File: src/rtl/control_fsm_pkg.sv
// -----------------------------------------------------------------------------
// control_fsm_pkg
//   Shared definitions for the multi-cycle integer-datapath controller:
//   FSM state codes, ALU op codes, major opcode constants, func7b50 classes,
//   MU op codes and the func3 -> ALU op helper used by the decoder.
//   No ports (package).
// -----------------------------------------------------------------------------
package control_fsm_pkg;

    typedef enum logic [2:0] {
        ST_FETCH  = 3'd0,
        ST_DECODE = 3'd1,
        ST_EXEC   = 3'd2,
        ST_WB     = 3'd3,
        ST_HALT   = 3'd4
    } state_t;

    typedef enum logic [3:0] {
        ALU_ADD  = 4'd0,
        ALU_SUB  = 4'd1,
        ALU_SLL  = 4'd2,
        ALU_SLT  = 4'd3,
        ALU_SLTU = 4'd4,
        ALU_XOR  = 4'd5,
        ALU_SRL  = 4'd6,
        ALU_SRA  = 4'd7,
        ALU_OR   = 4'd8,
        ALU_AND  = 4'd9
    } alu_op_t;

    typedef enum logic [1:0] {
        MU_MUL    = 2'd0,
        MU_MULH   = 2'd1,
        MU_MULHSU = 2'd2,
        MU_MULHU  = 2'd3
    } mu_op_t;

    localparam logic [6:0] OP_RTYPE = 7'b0110011;
    localparam logic [6:0] OP_ITYPE = 7'b0010011;

    // {instr[30], instr[25]} classes
    localparam logic [1:0] F7_BASE   = 2'b00;
    localparam logic [1:0] F7_ALT    = 2'b10;
    localparam logic [1:0] F7_MULDIV = 2'b01;

    // 'alt' selects the instr[30] variant (SUB / SRA) of func3 000 / 101.
    function automatic alu_op_t alu_from_func3(input logic [2:0] f3, input logic alt);
        alu_op_t op;
        case (f3)
            3'b000:  op = alt ? ALU_SUB : ALU_ADD;
            3'b001:  op = ALU_SLL;
            3'b010:  op = ALU_SLT;
            3'b011:  op = ALU_SLTU;
            3'b100:  op = ALU_XOR;
            3'b101:  op = alt ? ALU_SRA : ALU_SRL;
            3'b110:  op = ALU_OR;
            default: op = ALU_AND;
        endcase
        return op;
    endfunction

endpackage

File: src/rtl/control_fsm_alu_decoder.sv
// -----------------------------------------------------------------------------
// control_fsm_alu_decoder
//   Combinational instruction classifier for the controller.
//   Optional feature macro: MULDIV_EN (R-type func7b50=01, func3[2]=0 -> MU op).
// Ports:
//   opcode   in  7  instr[6:0]
//   func3    in  3  instr[14:12]
//   func7b50 in  2  {instr[30], instr[25]}
//   aluctl   out 4  ALU op code
//   legal    out 1  encoding is supported
//   is_mu    out 1  instruction executes on the multiply unit
// -----------------------------------------------------------------------------
module control_fsm_alu_decoder
    import control_fsm_pkg::*;
(
    input  logic [6:0] opcode,
    input  logic [2:0] func3,
    input  logic [1:0] func7b50,
    output alu_op_t    aluctl,
    output logic       legal,
    output logic       is_mu
);

    always_comb begin
        aluctl = ALU_ADD;
        legal  = 1'b0;
        is_mu  = 1'b0;
        case (opcode)
            OP_RTYPE: begin
                case (func7b50)
                    F7_BASE: begin
                        legal  = 1'b1;
                        aluctl = alu_from_func3(func3, 1'b0);
                    end
                    F7_ALT: begin
                        if (func3 == 3'b000 || func3 == 3'b101) begin
                            legal  = 1'b1;
                            aluctl = alu_from_func3(func3, 1'b1);
                        end
                    end
                    F7_MULDIV: begin
`ifdef MULDIV_EN
                        // Divide/remainder (func3[2]=1) has no unit behind it.
                        if (!func3[2]) begin
                            legal = 1'b1;
                            is_mu = 1'b1;
                        end
`endif
                    end
                    default: ;
                endcase
            end
            OP_ITYPE: begin
                case (func3)
                    3'b001: begin
                        legal  = (func7b50 == F7_BASE);
                        aluctl = ALU_SLL;
                    end
                    3'b101: begin
                        if (func7b50 == F7_BASE) begin
                            legal  = 1'b1;
                            aluctl = ALU_SRL;
                        end else if (func7b50 == F7_ALT) begin
                            legal  = 1'b1;
                            aluctl = ALU_SRA;
                        end
                    end
                    // For the other I-type ops these bits are immediate bits.
                    default: begin
                        legal  = 1'b1;
                        aluctl = alu_from_func3(func3, 1'b0);
                    end
                endcase
            end
            default: ;
        endcase
    end

endmodule

File: src/rtl/control_fsm.sv
// -----------------------------------------------------------------------------
// control_fsm
//   Multi-cycle FETCH/DECODE/EXEC/WB controller for the integer datapath,
//   one instruction in flight. Waits on exdone for MU ops, flags unsupported
//   encodings (illegal) and MU timeouts (fault), counts retired instructions.
//   Optional feature macro: MULDIV_EN (enables MUL/MULH/MULHSU/MULHU).
// Ports:
//   clk        in   1          rising-edge clock
//   rst_n      in   1          synchronous active-low reset
//   opcode     in   7          instr[6:0]
//   func3      in   3          instr[14:12]
//   func7b50   in   2          {instr[30], instr[25]}
//   exdone     in   1          EX-stage valid from datapath
//   pcmuxctl   out  clog2(N)   pc source select (always pc+4)
//   pcnextctl  out  1          pc update strobe
//   instrre    out  1          instruction memory read enable
//   regre      out  1          regfile read enable
//   regwe      out  1          regfile write enable
//   bmuxctl    out  1          0=rs2, 1=sign-extended imm
//   aluctl     out  4          ALU op
//   mulstart   out  1          MU start pulse
//   mulctl     out  2          MU op
//   ifuresctl  out  clog2(N)   result select 0=ALU, 1=MU
//   illegal    out  1          sticky unsupported-instruction flag
//   fault      out  1          sticky MU-timeout flag
//   instret    out  INSTRET_W  retired-instruction count
// -----------------------------------------------------------------------------
module control_fsm
    import control_fsm_pkg::*;
#(
    parameter int PCMUX_N     = 2,
    parameter int IFURESCTL_N = 2,
    parameter int MU_TIMEOUT  = 64,
    parameter int INSTRET_W   = 32
) (
    input  logic                           clk,
    input  logic                           rst_n,
    input  logic [6:0]                     opcode,
    input  logic [2:0]                     func3,
    input  logic [1:0]                     func7b50,
    input  logic                           exdone,
    output logic [$clog2(PCMUX_N)-1:0]     pcmuxctl,
    output logic                           pcnextctl,
    output logic                           instrre,
    output logic                           regre,
    output logic                           regwe,
    output logic                           bmuxctl,
    output logic [3:0]                     aluctl,
    output logic                           mulstart,
    output logic [1:0]                     mulctl,
    output logic [$clog2(IFURESCTL_N)-1:0] ifuresctl,
    output logic                           illegal,
    output logic                           fault,
    output logic [INSTRET_W-1:0]           instret
);

    localparam int IFW    = $clog2(IFURESCTL_N);
    localparam int WAIT_W = $clog2(MU_TIMEOUT) + 1;
    localparam logic [WAIT_W-1:0] WAIT_LAST = WAIT_W'(MU_TIMEOUT - 1);

    alu_op_t dec_aluctl;
    logic    dec_legal;
    logic    dec_is_mu;

    control_fsm_alu_decoder u_dec (
        .opcode   (opcode),
        .func3    (func3),
        .func7b50 (func7b50),
        .aluctl   (dec_aluctl),
        .legal    (dec_legal),
        .is_mu    (dec_is_mu)
    );

    state_t                 state;
    logic                   instrre_q;
    logic                   regre_q;
    logic                   regwe_q;
    logic                   pcnext_q;
    logic                   bmux_q;
    logic [3:0]             aluctl_q;
    logic [IFW-1:0]         ifures_q;
    logic                   is_mu_q;
    logic [WAIT_W-1:0]      wait_cnt;
    logic                   illegal_q;
    logic                   fault_q;
    logic [INSTRET_W-1:0]   instret_q;
`ifdef MULDIV_EN
    logic                   mulstart_q;
    logic [1:0]             mulctl_q;
`endif

    always_ff @(posedge clk) begin
        if (!rst_n) begin
            state     <= ST_FETCH;
            instrre_q <= 1'b0;
            regre_q   <= 1'b0;
            regwe_q   <= 1'b0;
            pcnext_q  <= 1'b0;
            bmux_q    <= 1'b0;
            aluctl_q  <= '0;
            ifures_q  <= '0;
            is_mu_q   <= 1'b0;
            wait_cnt  <= '0;
            illegal_q <= 1'b0;
            fault_q   <= 1'b0;
            instret_q <= '0;
`ifdef MULDIV_EN
            mulstart_q <= 1'b0;
            mulctl_q   <= '0;
`endif
        end else begin
            // Strobes are single-cycle unless the state below re-asserts them.
            instrre_q <= 1'b0;
            regre_q   <= 1'b0;
            regwe_q   <= 1'b0;
            pcnext_q  <= 1'b0;
`ifdef MULDIV_EN
            mulstart_q <= 1'b0;
`endif
            case (state)
                ST_FETCH: begin
                    // Out of reset the outputs are all 0, so the first FETCH
                    // cycle only raises instrre; the read happens the next one.
                    if (!instrre_q) begin
                        instrre_q <= 1'b1;
                    end else begin
                        state   <= ST_DECODE;
                        regre_q <= 1'b1;
                    end
                end
                ST_DECODE: begin
                    if (dec_legal) begin
                        state    <= ST_EXEC;
                        aluctl_q <= dec_aluctl;
                        bmux_q   <= (opcode == OP_ITYPE);
                        ifures_q <= IFW'(dec_is_mu);
                        is_mu_q  <= dec_is_mu;
                        wait_cnt <= '0;
`ifdef MULDIV_EN
                        mulstart_q <= dec_is_mu;
                        mulctl_q   <= mu_op_t'(func3[1:0]);
`endif
                    end else begin
                        state     <= ST_HALT;
                        illegal_q <= 1'b1;
                    end
                end
                ST_EXEC: begin
                    // exdone in the first MU cycle may be left over from the
                    // previous op, so it only counts once wait_cnt has moved.
                    if (!is_mu_q || (wait_cnt != '0 && exdone)) begin
                        state    <= ST_WB;
                        regwe_q  <= 1'b1;
                        pcnext_q <= 1'b1;
                    end else if (wait_cnt == WAIT_LAST) begin
                        state   <= ST_HALT;
                        fault_q <= 1'b1;
                    end else begin
                        wait_cnt <= wait_cnt + WAIT_W'(1);
                    end
                end
                ST_WB: begin
                    state     <= ST_FETCH;
                    instrre_q <= 1'b1;
                    instret_q <= instret_q + INSTRET_W'(1);
                end
                default: begin
                    // HALT: strobes stay low, controls hold until reset.
                    state <= ST_HALT;
                end
            endcase
        end
    end

    assign pcmuxctl  = '0;
    assign pcnextctl = pcnext_q;
    assign instrre   = instrre_q;
    // regre goes out only once the fetched word is known to be legal.
    assign regre     = regre_q & dec_legal;
    assign regwe     = regwe_q;
    assign bmuxctl   = bmux_q;
    assign aluctl    = aluctl_q;
    assign ifuresctl = ifures_q;
    assign illegal   = illegal_q;
    assign fault     = fault_q;
    assign instret   = instret_q;
`ifdef MULDIV_EN
    assign mulstart  = mulstart_q;
    assign mulctl    = mulctl_q;
`else
    assign mulstart  = 1'b0;
    assign mulctl    = 2'b00;
`endif

endmodule

File: config.mk
export PLATFORM = sky130hd
export DESIGN_NAME = control_fsm
export DESIGN_NICKNAME = d
export VERILOG_FILES = /design/src/rtl/control_fsm_pkg.sv /design/src/rtl/control_fsm_alu_decoder.sv /design/src/rtl/control_fsm.sv
export SDC_FILE = /design/constraint.sdc
export NUM_CORES = 1
export LEC_CHECK = 0
export BUFFER_PORTS_ARGS = -buffer_cell sky130_fd_sc_hd__buf_2
export CAP_MARGIN = 20
export CORE_UTILIZATION = 46
export CTS_CLUSTER_SIZE = 30
export DETAILED_ROUTE_END_ITERATION = 16
export GPL_TIMING_DRIVEN = 0
export HOLD_SLACK_MARGIN = 0.12
export PLACE_DENSITY = 0.78
export SLEW_MARGIN = 15
export SYNTH_ARGS = -nofsm -noshare
export SYNTH_HDL_FRONTEND = slang
export SYNTH_SLANG_ARGS = --single-unit
File: constraint.sdc
create_clock -name clk -period 1.61 [get_ports clk]
set_input_delay 0.161 -clock clk [delete_from_list [all_inputs] [get_ports clk]]
set_output_delay 0.161 -clock clk [all_outputs]
set_load 0.01 [all_outputs]
* Yosys cells after proc, flatten, opt, wreduce, memory -nomap -nowiden
Cells that the tools add are included.
Operators by class: add/sub/neg operators 1, $mul 0, div/mod/pow operators 0, $lt $le $gt $ge 0, eq/ne operators 13, shifts and indexed selects 0, muxes and demuxes 21, bitwise logic cells 2, reductions and logical operators 8
Operators by type and width (number):
- case mux 4 bit (7 select lines) | 2
- adder 32 x 1 -> 32 bit (second input constant) | 1
- case mux 4 bit (2 select lines) | 3
- case mux 4 bit (5 select lines) | 1
- equality test 3 x 2 -> 1 bit (second input constant) | 4
- case mux 3 bit (4 select lines) | 1
- equality test 3 bit (second input constant) | 3
- 2-to-1 mux 3 bit | 3
- 2-to-1 mux 4 bit | 2
- case mux 1 bit (2 select lines) | 4
- AND reduction 2 bit | 4
- equality test 7 x 5 -> 1 bit (second input constant) | 1
- equality test 7 x 6 -> 1 bit (second input constant) | 1
- equality test 3 x 1 -> 1 bit (second input constant) | 2
- zero test 3 bit | 2
- 2-to-1 mux 1 bit | 5
- equality test 2 bit (second input constant) | 1
- zero test 2 bit | 1
- != test 2 bit (second input constant) | 1
- bitwise AND 1 bit | 1
- logical OR 1 bit | 1
- inverter 1 bit | 1
Storage, ports and cells: bits in registers 44, latch bits 0, RAM bits 0, memory bits (read-only) 0, input port bits 15, output and inout port bits 48, memories kept 0

* Longest topological paths before layout
depth after elaboration 7, gate-level depth with buffers 6, mapped depth without buffers 6

* Cells and area by module
From an unflattened synthesis, not the netlist that was laid out.
Unflattened totals: cell total of the unflattened synthesis 323, area, all modules 2752.6 µm²
By module, submodules not included:
- control_fsm | times used 1, cells an instance 285, area each 2517.4 µm²
- control_fsm_alu_decoder | times used 1, cells an instance 38, area each 235.2 µm²

* Worst setup path before layout
OpenSTA, ideal clock, no wires.
path kind reg2reg, start point register instret_q[6], in the netlist instret[6], end point register instret_q[31], in the netlist instret[31], data arrival time 1653 ps, data required time 1538 ps, setup slack -115 ps, cell stages (with the launch flop) 6, clock period less this slack 1725 ps, cell sequence dfxtp_1 nand4_2 nor4_4 nand3_1 nor4_1 mux2i_1
Between the ends: word-level cells in the longest chain between the ends 1
Ends and longest elaborated chain:
- from (decl) | RTL line control_fsm.sv:86 | logic [INSTRET_W-1:0] instret_q;
- from (signal assigned) | RTL line control_fsm.sv:165 | instret_q <= instret_q + INSTRET_W'(1);
- adder 32 x 1 -> 32 bit | RTL line control_fsm.sv:165
Every way passes these cells. A chain may end at the register's enable or synchronous reset.

* Final worst setup path
start point register instret_q[12], in the netlist instret[12], end point register instret_q[25], in the netlist instret[25]
Same word-level chain as after synthesis.

==> impl_metrics.yaml <==
clock_network:
  tritoncts_num_sinks: 44
  worstSkewPairLatency_ns: 0.30
  cts_hold_buffers: 0
  cts_tree: "done"
  clk_path_buf_depth: 2
  clkTransAtPathRegs_ns: 0.08
  clk_root_buffer_cell: "sky130_fd_sc_hd__clkbuf_8"
  cts_made_buffers: 5
  htreeDepth: 2
worst_setup_path:
  timing.critical_path.cells: "nand4_1 -> nor4_4 -> buf_6 -> nand3_4 -> buf_4 -> o21ai_0 -> a21oi_1"
  worstPathRequired_ns: 1.78
  critical_path.max_stage_delay_ns: 0.35
  worst_path_max_delay_cell: "sky130_fd_sc_hd__dfxtp_4"
  worst_ep_arrival_time_ns: 1.76
  critical_path_class: "reg2reg"
  cp-start-kind: "flop"
  cp_max_fo: 4
  cp-end-kind: "flop"
grt:
  grtUsageTotal: 0.2114
  via_count_of_the_first_global_routing_pass: 1887
  grt_pass1_wl_um: 8328
  global_route.overflow_total: 0
  grt_max_degree: 14
  antenna_found_initial: 0
route:
  dr.pass1.iters: 6
  post_drt_via_cell_ratio: 5.282
  routed_wirelength_um: 5257
  antenna_left: 0
  vias: 2097
  drcViolationCount: 0
  drt-wirelength-per-cell_um: 13.24
  detailedRoute.firstIterationViolations: 156
sta:
  rsz0062_at_grt: "true"
  max_freq_ghz: 0.6308
  timing_hold_violations_final: 0
  report.final.setup_viol: 0
  final.hold.worst_slack_ns: 0.2207
  layout_min_cycle_time_ns: 1.585
  slew_violations: 0
  finClkSkew_ns: 0.003924
  period_share: 0.9847
synth:
  asyncSetResetFlopFracSynth: 0
  synth-seq-area-share: 0.4046
  synth_seq_cells: 44
  post-synth-top-count-cell: "sky130_fd_sc_hd__nor2_1"
  synth_top_cells_by_count: "46 x sky130_fd_sc_hd__nor2_1, 44 x sky130_fd_sc_hd__dfxtp_1, 19 x sky130_fd_sc_hd__nand2_1"
  synth.cell_area_um2: 2177
  ys_top_cells_by_area: "sky130_fd_sc_hd__dfxtp_1 40%, sky130_fd_sc_hd__nor2_1 7.9%, sky130_fd_sc_hd__xor2_1 7.2%, sky130_fd_sc_hd__nand3_1 3.7%, sky130_fd_sc_hd__nand2_1 3.3%"
  syn_avg_cell_area_um2: 8.373
  synth_top_cell_area_share: 0.4046
  synth_enable_flop_cells: 0
  synthesis.instances: 260
  yosysUniqueCellTypes: 46
  synth_largest_area_cell: "sky130_fd_sc_hd__dfxtp_1"
  synth_warnings: 0
  postSynth.topFlopCell: "sky130_fd_sc_hd__dfxtp_1"
die:
  die_extent_in_x_um: 70.80
  fp.dieArea_um2: 5012
  placement_rows: 24
  start_util: 0.4899
  height_of_the_die_um: 70.80
  boundaryPins: 63
  placeableCoreArea_um2: 4444
power:
  power.density_nw_per_um2: 705.5
  power_leakage_nw: 1.326
  post-layout-total-power_mw: 2.119
  irDropWorstVdd_uv: 626.1
layout:
  finalNetCount: 360
  ant_cells: 0
  areaGrowthSynthToFinish_pct: 37.93
  fin_util: 0.6757
  drive_above_1_share: 0.3710
placed_design:
  port_buffers: 55
  place.gp.congestion: 0.8444
  place.detailed.hpwl_um: 3315
hold_path:
  tightest_hold_check_type: "in2reg"
flow_run:
  drv.max_cap_violation_count: 0
outcome:
  run_status: "completed"
[final timing paths]
path,from,end,slack [ns],cells past startpoint
hold reg to reg,illegal$_SDFFE_PN0P_,illegal$_SDFFE_PN0P_,0.46,1
setup / recovery,instret[12]$_SDFFE_PN0P_,instret[25]$_SDFFE_PN0P_,0.02,7
hold / removal,rst_n,state[1]$_SDFFE_PN0N_,0.22,3
setup reg to reg,instret[12]$_SDFFE_PN0P_,instret[25]$_SDFFE_PN0P_,0.02,7
[sequential cells by signal, summed over array words and instances, names as in the netlist]
register and count:
illegal 1, bmuxctl 1, regre_q 1, pcnextctl 1, instrre 1, state 3
aluctl 4, instret 32
[power by group]
group / leakage, nW / internal (mW) / switching, mW
clock network: 0.0552 / 0.461 / 0.384
logic: 0.906 / 0.0774 / 0.0968
registers: 0.364 / 1.09 / 0.00754
[metal layers]
| metal | GRT usage | wire, um | vias to the layer above | share of wire |
|---|---|---|---|---|
| li1 | - | - | 1054 | - |
| met1 | 0.2538 | 2269 | 986 | 0.43 |
| met2 | 0.3611 | 2679 | 53 | 0.51 |
| met3 | 0.04131 | 252 | 4 | 0.048 |
| met4 | 0.1067 | 55 | 0 | 0.010 |
| met5 | 0 | 0 | - | 0 |
[worst max-delay path, delay by kind of cell (launching register included)]
| kind | cells | cell delay [ns] |
|---|---|---|
| buffers and inverters | 2 | 0.32 |
| flip-flops | 1 | 0.35 |
| AND/OR/NAND/NOR | 3 | 0.55 |
| AO/OA/AOI/OAI | 2 | 0.23 |
[cell usage in the layout (no fill, tap or decap), types with 3 or more instances in the layout]
| master | Yosys | final |
|---|---|---|
| sky130_fd_sc_hd__buf_2 | 2 | 55 |
| sky130_fd_sc_hd__nor2_1 | 46 | 43 |
| sky130_fd_sc_hd__dfxtp_1 | 44 | 29 |
| sky130_fd_sc_hd__buf_4 | 7 | 22 |
| sky130_fd_sc_hd__nand2_1 | 19 | 18 |
| sky130_fd_sc_hd__xor2_1 | 18 | 18 |
| sky130_fd_sc_hd__nand3_1 | 16 | 11 |
| sky130_fd_sc_hd__nand4_1 | 11 | 11 |
| sky130_fd_sc_hd__dfxtp_2 | 0 | 10 |
| sky130_fd_sc_hd__a21oi_1 | 9 | 8 |
| sky130_fd_sc_hd__clkbuf_1 | 7 | 8 |
| sky130_fd_sc_hd__xnor2_1 | 8 | 8 |
| sky130_fd_sc_hd__nand2b_1 | 6 | 6 |
| sky130_fd_sc_hd__conb_1 | 1 | 6 |
| sky130_fd_sc_hd__and2_1 | 5 | 5 |
| sky130_fd_sc_hd__inv_1 | 5 | 5 |
| sky130_fd_sc_hd__clkbuf_8 | 0 | 5 |
| sky130_fd_sc_hd__dfxtp_4 | 0 | 5 |
| sky130_fd_sc_hd__buf_6 | 0 | 4 |
| sky130_fd_sc_hd__nor4b_1 | 4 | 4 |
| sky130_fd_sc_hd__nand3_4 | 0 | 4 |
| sky130_fd_sc_hd__mux2i_1 | 4 | 4 |
| sky130_fd_sc_hd__nor3b_1 | 3 | 3 |
| sky130_fd_sc_hd__nor4_4 | 1 | 3 |
| sky130_fd_sc_hd__nor3_4 | 0 | 3 |
| sky130_fd_sc_hd__o21bai_1 | 3 | 3 |
| sky130_fd_sc_hd__o21ai_0 | 3 | 3 |
| sky130_fd_sc_hd__nor3_1 | 4 | 3 |
[through the flow]
step                setup TNS, ns  setup WS [ns]  area (um2)  std cells
finish                          0        0.02470        3003        397
global route              -0.3112       -0.06258        3003        397
CTS                             0      0.0001016        2864        391
detailed placement         -4.663        -0.2697        2590        372
global placement           -3.850        -0.2286        2590        372
floorplan                       0       0.003266        2250        265
[final cells by class]
| cell class | instances | area (um2) |
|---|---|---|
| plain buffers | 15 | 90.09 |
| flip-flops and latches | 44 | 912.1 |
| fillers | 371 | 1441 |
| multi-input cells | 199 | 1384 |
| clock inverters | 2 | 35.03 |
| well taps | 52 | 65.06 |
| inverters | 6 | 22.52 |
| clock buffers | 6 | 72.57 |
| repair buffers | 73 | 421.7 |
[kinds of logic after synthesis]
kind of cell               after synthesis  synth area share
DFF                                     44            0.4046
other                                    1          0.001722
adders and majority gates                1          0.005746
muxes                                    4           0.01839
AOI/OAI and AO/OA                       29           0.09138
and+or+nand+nor                        133            0.3224
buffers and inverters                   22           0.05115
xor gates and xnor gates                26            0.1046
[what timing repair did]
item	4_1_cts	5_1_grt
setup endpoints to repair	28	24
resized for setup	18	21
setup buffers	12	6
pin swaps	6	7
(Power assumes the default switching activity.)
